===== src/rtl/expu_result_collector.sv =====
// expu_result_collector
//   Receiving end of the exponential unit's output stream. Lane vectors
//   (data, per-lane strobe, tag) are accepted over a valid/ready handshake,
//   held in a DEPTH-entry FIFO and replayed downstream over a second
//   valid/ready handshake. The upstream ready depends only on local
//   occupancy, so the exponential unit stalls only when the buffer is full.
//   A saturating counter totals the strobed lanes accepted, for softmax
//   denominator bookkeeping.
//
// Optional feature: define EXPU_COLLECTOR_PROTO_CHECK_EN to add proto_err_o,
//   a sticky flag raised when upstream retracts valid_i or changes
//   tag_i/res_i while a vector is stalled.
//
// Ports:
//   clk_i, rst_ni        clock, asynchronous active-low reset
//   clear_i              synchronous flush (pointers, count, lane counter)
//   enable_i             global enable; low blocks push and pop
//   valid_i/ready_o      upstream handshake, res_i/strb_i/tag_i payload
//   valid_o/ready_i      downstream handshake, data_o/strb_o/tag_o payload
//                        (unstrobed lanes of data_o read as zero)
//   lanes_o              saturating count of strobed lanes accepted
//   busy_o               FIFO non-empty
//   proto_err_o          (optional) sticky handshake-protocol violation
module expu_result_collector #(
  parameter int unsigned WIDTH     = 16,
  parameter int unsigned N_ROWS    = 1,
  parameter int unsigned DEPTH     = 4,
  parameter int unsigned CNT_WIDTH = 32,
  parameter type         TAG_TYPE  = logic
) (
  input  logic                         clk_i,
  input  logic                         rst_ni,
  input  logic                         clear_i,
  input  logic                         enable_i,
  input  logic                         valid_i,
  input  logic [N_ROWS*WIDTH-1:0]      res_i,
  input  logic [N_ROWS-1:0]            strb_i,
  input  logic [$bits(TAG_TYPE)-1:0]   tag_i,
  output logic                         ready_o,
  output logic                         valid_o,
  output logic [N_ROWS*WIDTH-1:0]      data_o,
  output logic [N_ROWS-1:0]            strb_o,
  output logic [$bits(TAG_TYPE)-1:0]   tag_o,
  input  logic                         ready_i,
  output logic [CNT_WIDTH-1:0]         lanes_o,
  output logic                         busy_o
`ifdef EXPU_COLLECTOR_PROTO_CHECK_EN
  ,
  output logic                         proto_err_o
`endif
);

  localparam int unsigned AW = $clog2(DEPTH);
  localparam int unsigned CW = AW + 1;
  localparam int unsigned TW = $bits(TAG_TYPE);
  localparam int unsigned DW = N_ROWS * WIDTH;
  localparam int unsigned PW = $clog2(N_ROWS + 1);
  localparam int unsigned SW = ((CNT_WIDTH > PW) ? CNT_WIDTH : PW) + 1;

  function automatic logic [PW-1:0] popcount(input logic [N_ROWS-1:0] s);
    logic [PW-1:0] c;
    c = '0;
    for (int i = 0; i < N_ROWS; i++) begin
      c = c + PW'(s[i]);
    end
    return c;
  endfunction

  // Sum is formed one bit wider than either operand so overflow is visible,
  // then clamped to the all-ones counter value.
  function automatic logic [CNT_WIDTH-1:0] sat_add(input logic [CNT_WIDTH-1:0] a,
                                                   input logic [PW-1:0]        b);
    logic [SW-1:0] s;
    logic [SW-1:0] lim;
    lim                  = '0;
    lim[CNT_WIDTH-1:0]   = '1;
    s = SW'(a) + SW'(b);
    if (s > lim) begin
      return '1;
    end
    return s[CNT_WIDTH-1:0];
  endfunction

  logic [AW-1:0]        wptr;
  logic [AW-1:0]        rptr;
  logic [CW-1:0]        count;
  logic [CNT_WIDTH-1:0] lanes;

  logic [DW-1:0]        mem_data [DEPTH];
  logic [N_ROWS-1:0]    mem_strb [DEPTH];
  logic [TW-1:0]        mem_tag  [DEPTH];

  logic push;
  logic pop;

  // Full blocks acceptance even when a pop happens the same cycle; ready_o
  // never looks at ready_i.
  assign ready_o = enable_i & (count != CW'(DEPTH));
  assign valid_o = (count != '0);
  assign busy_o  = valid_o;
  assign lanes_o = lanes;

  assign push = valid_i & ready_o & ~clear_i;
  assign pop  = valid_o & ready_i & enable_i & ~clear_i;

  always_ff @(posedge clk_i or negedge rst_ni) begin
    if (!rst_ni) begin
      wptr  <= '0;
      rptr  <= '0;
      count <= '0;
      lanes <= '0;
    end else if (clear_i) begin
      wptr  <= '0;
      rptr  <= '0;
      count <= '0;
      lanes <= '0;
    end else begin
      if (push) begin
        wptr  <= wptr + AW'(1);
        lanes <= sat_add(lanes, popcount(strb_i));
      end
      if (pop) begin
        rptr <= rptr + AW'(1);
      end
      unique case ({push, pop})
        2'b10:   count <= count + CW'(1);
        2'b01:   count <= count - CW'(1);
        default: count <= count;
      endcase
    end
  end

  // Payload storage carries no reset; only the occupancy state qualifies it.
  always_ff @(posedge clk_i) begin
    if (push) begin
      mem_data[wptr] <= res_i;
      mem_strb[wptr] <= strb_i;
      mem_tag[wptr]  <= tag_i;
    end
  end

  always_comb begin
    data_o = '0;
    strb_o = '0;
    tag_o  = '0;
    if (valid_o) begin
      strb_o = mem_strb[rptr];
      tag_o  = mem_tag[rptr];
      for (int i = 0; i < N_ROWS; i++) begin
        if (mem_strb[rptr][i]) begin
          data_o[i*WIDTH +: WIDTH] = mem_data[rptr][i*WIDTH +: WIDTH];
        end
      end
    end
  end

`ifdef EXPU_COLLECTOR_PROTO_CHECK_EN
  // pend_p0 remembers that last cycle offered a vector that was not taken;
  // the payload captured alongside it must then be re-offered unchanged.
  logic          pend_p0;
  logic [DW-1:0] res_p0;
  logic [TW-1:0] tag_p0;
  logic          err;

  always_ff @(posedge clk_i or negedge rst_ni) begin
    if (!rst_ni) begin
      pend_p0 <= 1'b0;
      err     <= 1'b0;
    end else if (clear_i) begin
      pend_p0 <= 1'b0;
      err     <= 1'b0;
    end else begin
      pend_p0 <= valid_i & ~ready_o;
      if (pend_p0 && (!valid_i || (tag_i != tag_p0) || (res_i != res_p0))) begin
        err <= 1'b1;
      end
    end
  end

  always_ff @(posedge clk_i) begin
    res_p0 <= res_i;
    tag_p0 <= tag_i;
  end

  assign proto_err_o = err;
`endif

endmodule


===== config.mk =====
export PLATFORM = sky130hd
export DESIGN_NAME = expu_result_collector
export DESIGN_NICKNAME = d
export VERILOG_FILES = /design/src/rtl/expu_result_collector.sv
export SDC_FILE = /design/constraint.sdc
export NUM_CORES = 1
export LEC_CHECK = 0
export ABC_AREA = 0
export BUFFER_PORTS_ARGS = -buffer_cell sky130_fd_sc_hd__buf_2
export CAP_MARGIN = 25
export CORE_MARGIN = 2
export CORE_UTILIZATION = 50
export DETAILED_ROUTE_END_ITERATION = 12
export PLACE_DENSITY = 0.8
export SLEW_MARGIN = 15
export SYNTH_ARGS = -nofsm -noshare
export SYNTH_HDL_FRONTEND = slang
export SYNTH_SLANG_ARGS = --single-unit

===== constraint.sdc =====
create_clock -name clk_i -period 4.09 [get_ports clk_i]
set_input_delay 0.2045 -clock clk_i [delete_from_list [all_inputs] [get_ports clk_i]]
set_output_delay 0.2045 -clock clk_i [all_outputs]
set_load 0.02 [all_outputs]

# --- After elaboration in Yosys (flattened, before gate mapping) ---
# Memory sizes are Yosys's and may differ from the RTL's.
# Cells that the tools add are included.
# W data, S select, Z words.
classes:
  add_sub_neg: 5
  bitwise_logic: 7
  reduce_logical: 4
  eq_ne: 3
  n_lt_le_gt_ge: 1
  muxes: 19
ops:
  columns: ["operator", "count"]
  rows:
  - ["$mux W32", 4]
  - ["$add A32 B1 Y33", 1]
  - ["$gt A33 B32 Y1 const B", 1]
  - ["$mux W16", 2]
  - ["$mux W2", 4]
  - ["$mux W1", 7]
  - ["$and A1 B1 Y1", 6]
  - ["$pmux W3 S2", 1]
  - ["$reduce_bool A3 Y1", 2]
  - ["$add A2 B1 Y2 const B", 2]
  - ["$reduce_bool A2 Y1", 2]
  - ["$add A3 B1 Y3 const B", 1]
  - ["$mux W3", 1]
  - ["$ne A3 B3 Y1 const B", 1]
  - ["$sub A3 B1 Y3 const B", 1]
  - ["$eq A2 B1 Y1 const B", 1]
  - ["$eq A2 B2 Y1 const B", 1]
  - ["$not A1 Y1", 1]
totals:
  wordCells: 46
  mem_count: 3
  output_inout_bits: 53
  ff_bits: 39
  mem_bits_rw: 72
memory_table:
  columns: ["name", "words", "word_bits", "read_ports", "rd_clocked_by_memory_dff", "wr", "line", "source"]
  rows:
  - ["mem_data", 4, 16, 1, 0, 1, "89", "logic [DW-1:0] mem_data [DEPTH];"]
  - ["mem_strb", 4, 1, 1, 0, 1, "90", "logic [N_ROWS-1:0] mem_strb [DEPTH];"]
  - ["mem_tag", 4, 1, 1, 0, 1, "91", "logic [TW-1:0] mem_tag [DEPTH];"]

# --- Depth between registers and ports, before layout ---
logic_depth:
  word_depth: 9
  mapped_depth: 8
  mapped_depth_nobuf: 8

# --- Worst setup path after synthesis ---
# Ideal clock, no wire load.
synth_path:
  path_type: "register to register"
  start: "reg lanes[0] (netlist: lanes_o[0])"
  end: "reg lanes[8] (netlist: lanes_o[8])"
  synth_period_minus_slack_ns: 2.360
  arrival_ns: 2.273
  path_stages_with_launch: 7
  slack_ns: 1.730
  path_cell_list: "dfrtp_1 -> ha_1 -> nand4_4 -> or3_4 -> or4_4 -> and3_1 -> a211oi_2"
synth_via:
  elab_chain_len: 8
synth_lines:
  columns: ["element", "line", "source"]
  rows:
  - ["start, declared", "87", "logic [CNT_WIDTH-1:0] lanes;"]
  - ["start signal, assigned", "120", "lanes <= sat_add(lanes, popcount(strb_i));"]
  - ["$add A32 B1 Y33 *", "77", "s = SW'(a) + SW'(b);"]
  - ["$gt A33 B32 Y1", "78", "if (s > lim) begin"]
  - ["$mux W1", "78", null]
  - ["$mux W1", "118", "if (push) begin"]
  - ["$mux W1", "112", "end else if (clear_i) begin"]
  - ["$mux W32 *", "81", "return s[CNT_WIDTH-1:0];"]
  - ["$mux W32 *", "118", null]
  - ["$mux W32 *", "112", null]
# Mark *: on every way between the ends. The rest lies on a longest branch, timed or not. The select of a mux whose other input is x is not followed.
# A chain may end at the register's enable or synchronous reset.

# --- Worst setup path after layout ---
layout_path:
  start: "reg count[0]"
  end: "reg count[2]"
layout_via:
  elab_chain_len: 7
layout_lines:
  columns: ["element", "line", "source"]
  rows:
  - ["start, declared", "86", "logic [CW-1:0] count;"]
  - ["start signal, assigned", "126", "2'b10: count <= count + CW'(1);"]
  - ["start signal, assigned", "127", "2'b01: count <= count - CW'(1);"]
  - ["start signal, assigned", "128", "default: count <= count;"]
  - ["$ne A3 B3 Y1 or $reduce_bool A3 Y1 (tied branches)", "98, 99", null]
  - ["$and A1 B1 Y1 (on tied branches)", "98, 104", null]
  - ["$and A1 B1 Y1 (on tied branches) (2 in a row)", "103, 104", null]
  - ["$eq A2 B1 Y1 or $eq A2 B2 Y1 (tied branches)", "125", "unique case ({push, pop})"]
  - ["$pmux W3 S2", "125", null]
  - ["$mux W3", "112", null]
# Parallel ways exist; a longest one is shown, timed or not.

==> results.tsv <==
stage	metric	value	unit
run_status	status	finished, final reports clean	
synthesis	syn-num-nets	403	
floorplan	chipWidth	105	µm
synthesis	avgSynthCellArea	13.6	µm²
global_routing	antenna_found_initial	0	
setup_path	critPathLaunchType	register	
timing	fin_crit	2740	ps
detailed_routing	ant_nets	0	
global_routing	grt_use_total	0.215	
timing	finClkSkew	8.89	ps
timing	setup_violations	0	
synthesis	syn_area	0.00506	mm²
floorplan	rows	36	
synthesis	yosysSeqAreaShare	0.620	
timing	post-route-period-util	0.669	
placed_design	dp.cells	565	
setup_path	endpoint_kind	register	
timing	max_slew_margin	0.384	
detailed_routing	drc	0	
worst_hold_path	worstHoldPathType	in2reg	
finish	layoutNonFillerInstCount	582	
timing	fin_tns_setup	0	ps
pwr	netSwitchingPower	562	µW
synthesis	ys_warn_count	0	
worst_hold_path	min_from	res_i[4]	
pwr	clkPwrFrac	0.316	
pwr	power_frac_seq	0.571	
detailed_routing	wl_per_cell	19.2	µm
floorplan	start_util	0.516	
detailed_routing	vias	3575	
pwr	pwr_density_cell	376	mW/mm²
setup_path	rrSetupSlack	1350	ps
global_routing	first_global_vias	3567	
finish	diodes	0	
global_routing	overflow	0	
pwr	switching_share	0.260	
finish	synthToLayoutAreaGrowth	13.6	%
synthesis	synth_seq_cells	111	
placed_design	gp_congestion	0.882	
detailed_routing	drt_wl_total	11200	µm
setup_path	cp.arrival	3000	ps
synthesis	synthCells	372	
global_routing	grt_max_degree	40	
synthesis	synth_cell_types	56	
placed_design	dp_hpwl	7560	µm
finish	layout.cells.most_common	buf_2	
floorplan	core_area	0.00982	mm²
pwr	peakVddDrop	0.195	mV
setup_path	r2r-end	count[2]	
clocking	insertion_delay	390	ps
timing	hold_viol_final	0	
finish	final_cell_mix	76 x buf_2, 72 x edfxtp_1, 39 x dfrtp_1	
clocking	cts_root_buf	clkbuf_8	
worst_hold_path	holdPathEnd	mem_data[2][4]	
clocking	cts_buffers	9	
floorplan	top_level_ports	77	
global_routing	grt_pass1_wl	18500	µm
timing	rsz0062_at_grt	false	
clocking	cts_sinks	111	
detailed_routing	dr.pass1.iters	4	
synthesis	synth_edf_count	72	
placed_design	port_buffers	76	
floorplan	die_y	105	µm
timing	holdWs	23.4	ps
finish	drive_above_1_share	0.285	
timing	slew_violations	0	
setup_path	cp_max_fo	7	
setup_path	critical_path_class	reg2reg	
pwr	p_total	2160	µW
pwr	p_leak	0.00230	µW
clocking	clock_tree.buffer_depth	2	
pwr	p_comb_frac	0.114	
detailed_routing	viasPerCell	6.14	
synthesis	async_flop_share	0.351	
setup_path	rr_worst_depth	8	
setup_path	reg2reg_from	count[0]	
clocking	cts_tree	yes	
synthesis	synth_ff_type	edfxtp_1	
worst_hold_path	holdPathStages	1	
clocking	path_clk_slew	110	ps
timing	max_freq	0.365	GHz
detailed_routing	first_iter_violations	268	
pwr	intPower	1600	µW
floorplan	dieArea	0.0109	mm²
clocking	cts_max_level	3	
flow_run	maxCapViolCount	0	
finish	nets	475	
setup_path	crit_required	4350	ps
timing	worstMarginPinSlew	925	ps
==> metrics by stage <==
stage / instance area (µm²) / setup slack [ps] / utilization
global route: 5750 / 1010 / 0.586
floorplan: 5060 / 1730 / -
detailed placement: 5540 / 1390 / 0.564
finish: 5750 / 1350 / 0.586
global placement: 5540 / 1590 / 0.564
CTS: 5750 / 1360 / 0.586
==> kinds of logic (layout without fill, tap and decap cells) <==
family / count (synthesis) / count (layout) / share of synthesized area
simple gates: 136 / 136 / 0.157
flops: 111 / 111 / 0.620
compound gates: 65 / 65 / 0.0840
buf+inv: 26 / 103 / 0.0240
mux: 21 / 21 / 0.0860
fa+ha+maj: 7 / 7 / 0.0188
xor+xnor: 6 / 6 / 0.0104
==> worst max-delay path by stage <==
stage	from	to	cells past startpoint
6_report	count[0]	count[2]	8
5_1_grt	count[0]	count[2]	8
4_1_cts	count[0]	count[2]	8
3_5_place_dp	count[0]	count[2]	8
3_3_place_gp	count[0]	count[2]	8
2_1_floorplan	lanes_o[0]	lanes_o[8]	6
==> worst max-delay path: stages (launching register included) <==
cell and delay [ps]:
dfrtp_1 460, nor3b_1 600, o21ai_0 240, nor2_1 160, fa_1 200, or4b_2 580
o21ai_0 140, xnor2_1 160, nor2_1 60
==> repair_timing <==
item,CTS,global route
endpoints found under the setup margin,0,0
endpoints found under the hold margin,39,0
buffers inserted,0,0
hold buffers,1,0
resized for setup,0,0
==> routing by layer <==
| metal | track usage | wire length (µm) | vias up |
|---|---|---|---|
| met5 | 0 | 0 | - |
| met4 | 0.0771 | 270 | 0 |
| met3 | 0.0549 | 768 | 30 |
| met2 | 0.360 | 5590 | 169 |
| met1 | 0.274 | 4570 | 1752 |
| li1 | - | - | 1624 |
==> power by group through the flow <==
stage	sequential (µW)	clock [µW]	combinational, µW
after floorplan	1250	0	167
after global placement	1260	0	239
after detailed placement	1260	0	246
after CTS	1230	693	248
after global routing	1240	740	266
final	1230	682	245
==> cell type report <==
cell class	instances	area, µm²
clock buffer	9	124
clock inverter	7	80.1
fill	788	4070
inverter	7	26.3
multi-input combinational	235	1800
sequential	111	3140
tap	133	166
timing repair buffer	80	413
==> synth_stat cells (all sizes together), types with 2 or more instances <==
| library cell | n | area [µm²] |
|---|---|---|
| edfxtp | 72 | 2160 |
| dfrtp | 39 | 976 |
| and3 | 28 | 178 |
| nor2 | 25 | 96.4 |
| nor3 | 19 | 95.1 |
| mux4 | 18 | 405 |
| nand2 | 15 | 56.3 |
| o21ai | 15 | 75.1 |
| clkbuf | 14 | 52.6 |
| a31oi | 13 | 81.3 |
| nand4 | 12 | 96.3 |
| a21oi | 11 | 55.1 |
| nand3 | 10 | 50.1 |
| a211oi | 9 | 72.6 |
| inv | 7 | 26.3 |
| nor4 | 7 | 58.8 |
| ha | 6 | 75.1 |
| buf | 5 | 42.5 |
| xnor2 | 5 | 43.8 |
| a311oi | 4 | 35.0 |
| and4 | 4 | 36.3 |
| or3 | 4 | 31.3 |
| mux2i | 3 | 30.0 |
| o21bai | 3 | 22.5 |
| or4 | 3 | 30.0 |
| a41oi | 2 | 17.5 |
| or2 | 2 | 12.5 |
| or4b | 2 | 20.0 |
==> state kept, by name, indices dropped and copies added, names as in the netlist <==
signal	cells
count	3
lanes_o	32
mem_data	64
mem_strb	4
mem_tag	4
rptr	2
wptr	2
No activity file was read; power rests on OpenSTA's default activity.
